--- src/rtl/hazard_pkg.sv ---
// rtl/hazard_pkg.sv - shared types and constants for the pipeline hazard controller
package hazard_pkg;

  typedef enum logic {
    IDLE    = 1'b0,
    BR_WAIT = 1'b1
  } hz_state_e;

  localparam int WRITE_LATENCY  = 3;
  localparam int BRANCH_RESOLVE = 2;

  // Bits needed to hold a countdown that starts at 'latency'.
  function automatic int sb_cnt_width(input int latency);
    return (latency < 1) ? 1 : $clog2(latency + 1);
  endfunction

endpackage

--- src/rtl/reg_scoreboard.sv ---
// rtl/reg_scoreboard.sv - per-register countdown scoreboard of in-flight writes
module reg_scoreboard
  import hazard_pkg::*;
#(
  parameter int selectionBits = 4,
  parameter int writeLatency  = WRITE_LATENCY
) (
  input  logic                        clk_i,
  input  logic                        rst_ni,
  input  logic                        ld_en_i,
  input  logic [selectionBits-1:0]    ld_sel_i,
  input  logic [selectionBits-1:0]    rd_sel1_i,
  input  logic [selectionBits-1:0]    rd_sel2_i,
  output logic [2**selectionBits-1:0] busy_mask_o,
  output logic                        busy1_o,
  output logic                        busy2_o
);

  localparam int NREG = 2 ** selectionBits;
  localparam int CW   = sb_cnt_width(writeLatency);

  logic [CW-1:0] cnt_q [NREG];
  logic [CW-1:0] cnt_d [NREG];

  // Next count: an issuing writer reloads its destination, everything else counts down to 0.
  always_comb begin
    for (int i = 0; i < NREG; i++) begin
      cnt_d[i] = cnt_q[i];
      if (ld_en_i && (ld_sel_i == selectionBits'(i))) begin
        cnt_d[i] = CW'(writeLatency);
      end else if (cnt_q[i] != '0) begin
        cnt_d[i] = cnt_q[i] - CW'(1);
      end
    end
  end

  // Counter array register; reset drops every pending write.
  always_ff @(posedge clk_i or negedge rst_ni) begin
    if (!rst_ni) begin
      for (int i = 0; i < NREG; i++) cnt_q[i] <= '0;
    end else begin
      for (int i = 0; i < NREG; i++) cnt_q[i] <= cnt_d[i];
    end
  end

  // Busy flags come from the pre-update counts, so a count of 1 still reads busy.
  always_comb begin
    for (int i = 0; i < NREG; i++) busy_mask_o[i] = (cnt_q[i] != '0);
  end

  assign busy1_o = (cnt_q[rd_sel1_i] != '0);
  assign busy2_o = (cnt_q[rd_sel2_i] != '0);

endmodule

--- src/rtl/hazard_controller.sv ---
// rtl/hazard_controller.sv - RAW stall, branch hold/flush and stall statistics
module hazard_controller
  import hazard_pkg::*;
#(
  parameter int selectionBits = 4,
  parameter int writeLatency  = WRITE_LATENCY,
  parameter int branchResolve = BRANCH_RESOLVE,
  parameter int statWidth     = 16
) (
  input  logic                        clk,
  input  logic                        rst,
  input  logic                        dec_valid,
  input  logic [selectionBits-1:0]    dec_rSel1,
  input  logic [selectionBits-1:0]    dec_rSel2,
  input  logic                        dec_uses1,
  input  logic                        dec_uses2,
  input  logic                        dec_regWrEn,
  input  logic [selectionBits-1:0]    dec_regToWrite,
  input  logic                        dec_isBranch,
  input  logic                        wb_pcWrEn,
  output logic                        stall_fd,
  output logic                        bubble_de,
  output logic                        flush,
  output logic [2**selectionBits-1:0] busy_mask,
  output logic [statWidth-1:0]        stall_cycles
);

  localparam int BW = sb_cnt_width(branchResolve);

  hz_state_e            state_q, state_d;
  logic [BW-1:0]        br_cnt_q, br_cnt_d;
  logic [statWidth-1:0] stall_cycles_q;
  logic                 busy1, busy2;
  logic                 hazard, issue;

  reg_scoreboard #(
    .selectionBits (selectionBits),
    .writeLatency  (writeLatency)
  ) u_scoreboard (
    .clk_i       (clk),
    .rst_ni      (rst),
    .ld_en_i     (issue & dec_regWrEn),
    .ld_sel_i    (dec_regToWrite),
    .rd_sel1_i   (dec_rSel1),
    .rd_sel2_i   (dec_rSel2),
    .busy_mask_o (busy_mask),
    .busy1_o     (busy1),
    .busy2_o     (busy2)
  );

  assign hazard = dec_valid & ((dec_uses1 & busy1) | (dec_uses2 & busy2));
  assign issue  = dec_valid & ~hazard & (state_q == IDLE);

  // Next state and pipe controls; a pending source outranks branch issue.
  always_comb begin
    state_d   = state_q;
    br_cnt_d  = br_cnt_q;
    stall_fd  = 1'b0;
    bubble_de = 1'b0;
    flush     = 1'b0;
    case (state_q)
      IDLE: begin
        stall_fd  = hazard;
        bubble_de = hazard;
        flush     = wb_pcWrEn;
        if (issue && dec_isBranch) begin
          state_d  = BR_WAIT;
          br_cnt_d = BW'(branchResolve);
        end
      end
      BR_WAIT: begin
        stall_fd  = 1'b1;
        bubble_de = 1'b1;
        br_cnt_d  = br_cnt_q - BW'(1);
        if (br_cnt_q == BW'(1)) begin
          state_d = IDLE;
          if (wb_pcWrEn) begin
            flush    = 1'b1;
            stall_fd = 1'b0;
          end
        end
      end
      default: state_d = IDLE;
    endcase
  end

  // FSM state and branch countdown registers.
  always_ff @(posedge clk or negedge rst) begin
    if (!rst) begin
      state_q  <= IDLE;
      br_cnt_q <= '0;
    end else begin
      state_q  <= state_d;
      br_cnt_q <= br_cnt_d;
    end
  end

  // Saturating count of cycles in which fetch/decode was held.
  always_ff @(posedge clk or negedge rst) begin
    if (!rst) begin
      stall_cycles_q <= '0;
    end else if (stall_fd && (stall_cycles_q != '1)) begin
      stall_cycles_q <= stall_cycles_q + statWidth'(1);
    end
  end

  assign stall_cycles = stall_cycles_q;

endmodule

--- config.mk ---
export PLATFORM = sky130hd
export DESIGN_NAME = hazard_controller
export DESIGN_NICKNAME = d
export VERILOG_FILES = /design/src/rtl/hazard_pkg.sv /design/src/rtl/reg_scoreboard.sv /design/src/rtl/hazard_controller.sv
export SDC_FILE = /design/constraint.sdc
export NUM_CORES = 1
export LEC_CHECK = 0
export CORE_UTILIZATION = 35
export CTS_CLUSTER_SIZE = 28
export DETAILED_ROUTE_END_ITERATION = 7
export PLACE_DENSITY_LB_ADDON = 0.05
export SLEW_MARGIN = 20
export SYNTH_ARGS = -nofsm -noshare
export SYNTH_HDL_FRONTEND = slang
export SYNTH_SLANG_ARGS = --single-unit
--- constraint.sdc ---
create_clock -name clk -period 3.26 [get_ports clk]
set_input_delay 0.652 -clock clk [delete_from_list [all_inputs] [get_ports clk]]
set_output_delay 0.652 -clock clk [all_outputs]
set_load 0.005 [all_outputs]
* Word-level counts from Yosys, hierarchy flattened
Cells that the tools add are included.
** Storage, ports and cells
- Flip-flop bits (word level) :: 51
- Latch bits :: 0
- RAM bits :: 0
- Bits in read-only memories :: 0
- Input bits :: 20
- Word-level logic and storage cells :: 171
- Memories :: 0
** Cells by class
- Add/sub/neg operators :: 18
- $mul :: 0
- Divide/modulo/power cells :: 0
- Magnitude comparators :: 2
- Equal/unequal tests :: 18
- Shift-type cells :: 0
- Muxes and demuxes :: 50
- Bitwise gates (word level) :: 11
- Reductions and logical operators :: 53
** Operators by type and width (number)
- $mux 2 :: 37
- $reduce_bool 2->1 :: 34
- $sub 2x1->2 const B :: 17
- $eq 4x4->1 const B :: 8
- $logic_and 1x1->1 :: 18
- $add 16x1->16 const B :: 1
- $bmux 2 s4 :: 2
- $eq 4x3->1 const B :: 4
- $ne 16x16->1 const B :: 1
- $ge 5x5->1 const B :: 2
- $not 4->5 :: 2
- $eq 4x2->1 const B :: 2
- $pmux 1 s2 :: 4
- $and 1x1->1 :: 6
- $mux 1 :: 6
- $eq 4x1->1 const B :: 1
- $logic_not 4->1 :: 1
- $pmux 2 s2 :: 1
- $eq 2x1->1 const B :: 1
- $ne 2x1->1 const B :: 1
- $not 1->1 :: 2
- $or 1x1->1 :: 1

* Depth between registers and ports, before layout
- Depth after elaboration :: 14
- Mapped depth :: 9
- Gate-level depth less buffers :: 8

* Hierarchy
Synthesis repeated with hierarchy kept, for this count alone.
** Second synthesis, totals
- Cells, all modules :: 342
- Area, all modules :: 3131.8 sq um
** By module, submodules not included
- reg_scoreboard :: times used 1, cells each 244, area an instance 2095.8 sq um, sequential area each 800.8 sq um
- hazard_controller :: times used 1, cells each 98, area an instance 1036.0 sq um, sequential area each 475.5 sq um

* Worst setup path before layout
No wires, ideal clock.
- Path kind :: input port to output port
- Start point :: in dec_rSel2[1]
- End point :: out bubble_de
- Data arrival time :: 2.309 ns
- Data required time :: 2.608 ns
- Slack :: 0.299 ns
- Cell stages on the path :: 9
- Buffers on the path :: 3
- Cells stage by stage :: buf_2 nor3_1 a311oi_1 a2111o_1 and4_1 a31o_2 buf_2 buf_4 a21o_1
** On the way
- Word-level cells in the longest chain between the ends :: 9
** Ends and longest elaborated chain
- from (decl) :: RTL line hazard_controller.sv:14 : input logic [selectionBits-1:0] dec_rSel2,
- $not 4->5 (not written as such) :: RTL line reg_scoreboard.sv:52 : assign busy2_o = (cnt_q[rd_sel2_i] != '0);
- $bmux 2 s4 :: RTL line reg_scoreboard.sv:52
- $mux 2 (not written as such) (2 in a row) :: RTL line reg_scoreboard.sv:52
- $reduce_bool 2->1 :: RTL line reg_scoreboard.sv:52
- $and 1x1->1 :: RTL line hazard_controller.sv:51 : assign hazard = dec_valid & ((dec_uses1 & busy1) | (dec_uses2 & busy2));
- $or 1x1->1 :: RTL line hazard_controller.sv:51
- $and 1x1->1 :: RTL line hazard_controller.sv:51
- $pmux 1 s2 :: RTL line hazard_controller.sv:61 : case (state_q)
- to (decl) :: RTL line hazard_controller.sv:22 : output logic bubble_de,
Every way passes these cells. The select of a mux whose other input is x is not followed.

* Worst setup path in the final report
- Start point :: in dec_rSel1[2]
- End point :: out bubble_de
** On the way
- Word-level cells in the longest chain between the ends :: 9
** Ends and longest elaborated chain
- from (decl) :: RTL line hazard_controller.sv:13 : input logic [selectionBits-1:0] dec_rSel1,
- $not 4->5 (not written as such) :: RTL line reg_scoreboard.sv:51 : assign busy1_o = (cnt_q[rd_sel1_i] != '0);
- $bmux 2 s4 :: RTL line reg_scoreboard.sv:51
- $mux 2 (not written as such) (2 in a row) :: RTL line reg_scoreboard.sv:51
- $reduce_bool 2->1 :: RTL line reg_scoreboard.sv:51
- $and 1x1->1 :: RTL line hazard_controller.sv:51
- $or 1x1->1 :: RTL line hazard_controller.sv:51
- $and 1x1->1 :: RTL line hazard_controller.sv:51
- $pmux 1 s2 :: RTL line hazard_controller.sv:61
Every way passes these cells. The select of a mux whose other input is x is not followed.

==> summary.md <==
| Metric | Value |
|---|---|
| HPWL after detailed placement | `~5600 um` |
| Number of global-route vias before repair | `~2,600` |
| Mean Syn Cell Area | `between 9 and 10 um2` |
| Setup_tns | `0 ps` |
| Crit path required time | `about 2600 ps` |
| Sequential share of the synthesized area | `40.5%` |
| Worst slack at placement | `-377 ps` |
| Die Height | `roughly 97 um` |
| Residual DRC | `0` |
| Post-synthesis async set-or-reset flop share | `100%` |
| Vias | `2,583` |
| Status | `finished clean` |
| Setup slack after layout | `about 60 ps` |
| Leak pwr | `about 1.9 nW` |
| Clock tree from TritonCTS | `yes` |
| Worst hold path class | `primary input to async pin` |
| Die W | `approximately 97 um` |
| Ports | `55` |
| Fin area | `4110 um2` |
| Commonest non-fill, non-tap cell in the layout | `inv_1` |
| Fmax | `roughly 0.31 GHz` |
| # H-tree levels | `2` |
| Worst setup EP type | `output pin` |
| GRT Util Overall | `between 10% and 20%` |
| Nets | `430` |
| CTS clk-pin slew, worst paths | `100 ps` |
| Sink Count | `51` |
| Core area | `8720 um2` |
| Remaining antenna violation count after routing | `0` |
| Syn Std Cell Area | `between 3000 and 4000 um2` |
| Clock Latency Late Sink | `around 310 ps` |
| FILL cells | `858` |
| RSZ-0062 raised after global routing | `false` |
| #FFs+latches synth | `51` |
| Initial DRC count | `82` |
| Placed insts | `between 400 and 500` |
| Rows | `34` |
| Post-synthesis cell count | `about 320` |
| Max Slew Vio Count | `0` |
| Commonest cells after routing, fill and taps aside | `inv_1, dfrtp_1, clkdlybuf4s50_1` |
| CTS Root Cell | `clkbuf_8` |
| Synth Warn # | `0` |
| Non-filler cells, final | `between 500 and 600` |
| Antenna cells | `0` |
| Max cap viols | `0` |
| DRT Pass-1 Iters | `4` |
| Fin crit share | `a little over nine tenths` |
| RePlAce Congestion | `about 0.8` |
| Worst hold slack | `between 300 and 400 ps` |
| Grt ovf | `0` |
| Clock Path Buffers | `2` |
| Largest net degree at the start of global routing | `35` |
| EDFF count, synth | `0` |
| Area Growth Syn to Fin | `30.4%` |
| Worst slew pin tran | `508 ps` |
| Routed length per instance | `approximately 15 um` |
| Initial Util | `a little over a third` |
| Setup violations, final | `0` |
| Vias per cell | `just over 5` |
| Clock Skews | `~7.5 ps` |
| # port buffers | `54` |
| DRT Wirelength | `7620 um` |
| Crit path DAT | `about 2600 ps` |
| CTS Buf Count | `5` |
| Fin crit period | `~3200 ps` |
| Max VDD drop | `between 0.3 and 0.4 mV` |
| Worst-path fanout max | `5` |
| Initial antenna violation count | `0` |
| Netlist cell types | `46` |
| Hold buffers post-CTS | `0` |
| Final Power | `approximately 3.6 mW` |
| Final hold viol count | `0` |
| Crit Path Category | `primary input to output pin` |
| Ys flop type | `dfrtp_1` |
| Dpl cell area | `a little under 4000 um2` |
| Pwr dens | `between 800 and 900 nW/um2` |
| Startpoint type of the worst setup path | `primary input` |
| Syn nets | `about 360` |
| Layout cells sized above 1 | `between 10% and 20%` |
| Relative slew margins | `66.1%` |
| First-pass GRT wire length | `between 10,000 and 15,000 um` |
| Core Util, Final | `between 40% and 50%` |
| Full die area | `approximately 9400 um2` |
==> power breakdown <==
group / leakage (nW) / internal [mW] / switching [mW]
clock network: 0.0474 / 0.174 / 0.220
logic: 1.21 / 1.06 / 0.890
registers: 0.618 / 0.922 / 0.309
==> cell families (layout without fill, tap and decap cells) <==
kind of cell	after synthesis	in the layout	share of synthesized area [%]
adder cells (fa/ha/maj)	18	18	7.15
multiplexers	13	13	6.04
XOR/XNOR	30	30	8.58
buffers and inverters	61	130	8.18
AND/OR/NAND/NOR	90	90	15.3
flip-flops	51	51	40.5
AO/OA/AOI/OAI	61	61	14.3
==> metal layers <==
metal	global-route usage [%]	up-vias	routed length (um)
li1	-	1278	-
met1	24.2	1257	3900
met2	26.9	42	3450
met3	2.46	6	217
met4	4.48	0	59
met5	0	-	0
==> worst max-delay path, cell delays in order <==
cell             delay, ps
clkdlybuf4s15_1        220
buf_6                  160
mux4_2                 530
a21boi_4               200
a31o_2                 190
a21o_1                 100
clkdlybuf4s50_1        490
==> cell usage after synthesis (2+ instances only) <==
cell      number  area [um2]
a21o_1         2        15.0
a21oi_1       10        50.1
a31o_2         2        17.5
and2_1         2        12.5
and3_1         2        12.5
buf_2          2        10.0
buf_4          5        37.5
dfrtp_1       51        1280
ha_1          18         225
inv_1         52         195
mux2_2         8        90.1
mux4_2         4        90.1
nand2_1       11        41.3
nand2b_1       2        12.5
nand3_1       10        50.1
nand3b_1       4        30.0
nand4_1        2        12.5
nor2_1        29         109
nor2b_1        2        12.5
nor3_1         6        30.0
nor3b_1        2        15.0
nor4_1         7        43.8
nor4b_1        5        43.8
nor4bb_1       2        20.0
o21ai_0        3        15.0
o31ai_1       32         240
o41ai_1        3        26.3
xnor2_1        4        35.0
xor2_1        25         219
==> flip-flops by register name (all words and copies together) (netlist names) <==
signal and count:
u_scoreboard.cnt_q 32, stall_cycles 16, br_cnt_q 2, state_q 1
==> final cells by class <==
cell class	count	area, um2	share of cell area, %
inverters	52	195	4.75
flip-flops and latches	51	1280	31.1
clock buffers	6	82.6	2.01
repair buffers	70	646	15.7
well taps	108	135	3.29
clock inverters	2	16.3	0.396
multi-input cells	212	1750	42.7
==> worst paths after layout <==
path | cells past startpoint | slack, ps | startpoint | to
max in group asynchronous | 2 | 2120 | rst | u_scoreboard.cnt_q[12]$_DFFE_PN0P_
worst min-delay path | 1 | 300 | rst | u_scoreboard.cnt_q[5]$_DFFE_PN0P_
min in group clk | 1 | 500 | br_cnt_q[0]$_DFFE_PN0P_ | br_cnt_q[0]$_DFFE_PN0P_
worst max-delay path | 7 | 60 | dec_rSel1[2] | bubble_de
worst max register to register | 9 | 750 | u_scoreboard.cnt_q[7]$_DFFE_PN0P_ | stall_cycles[11]$_DFFE_PN0P_
worst min register to register | 1 | 500 | br_cnt_q[0]$_DFFE_PN0P_ | br_cnt_q[0]$_DFFE_PN0P_
==> repair_timing <==
| action | CTS | global route |
|---|---|---|
| gates resized for setup | 26 | 15 |
| setup endpoints to repair | 2 | 2 |
| pin swaps | 7 | 7 |
| buffers inserted | 0 | 0 |
| cloned | 0 | 0 |
Note: power is estimated with default switching activity, not from simulation.
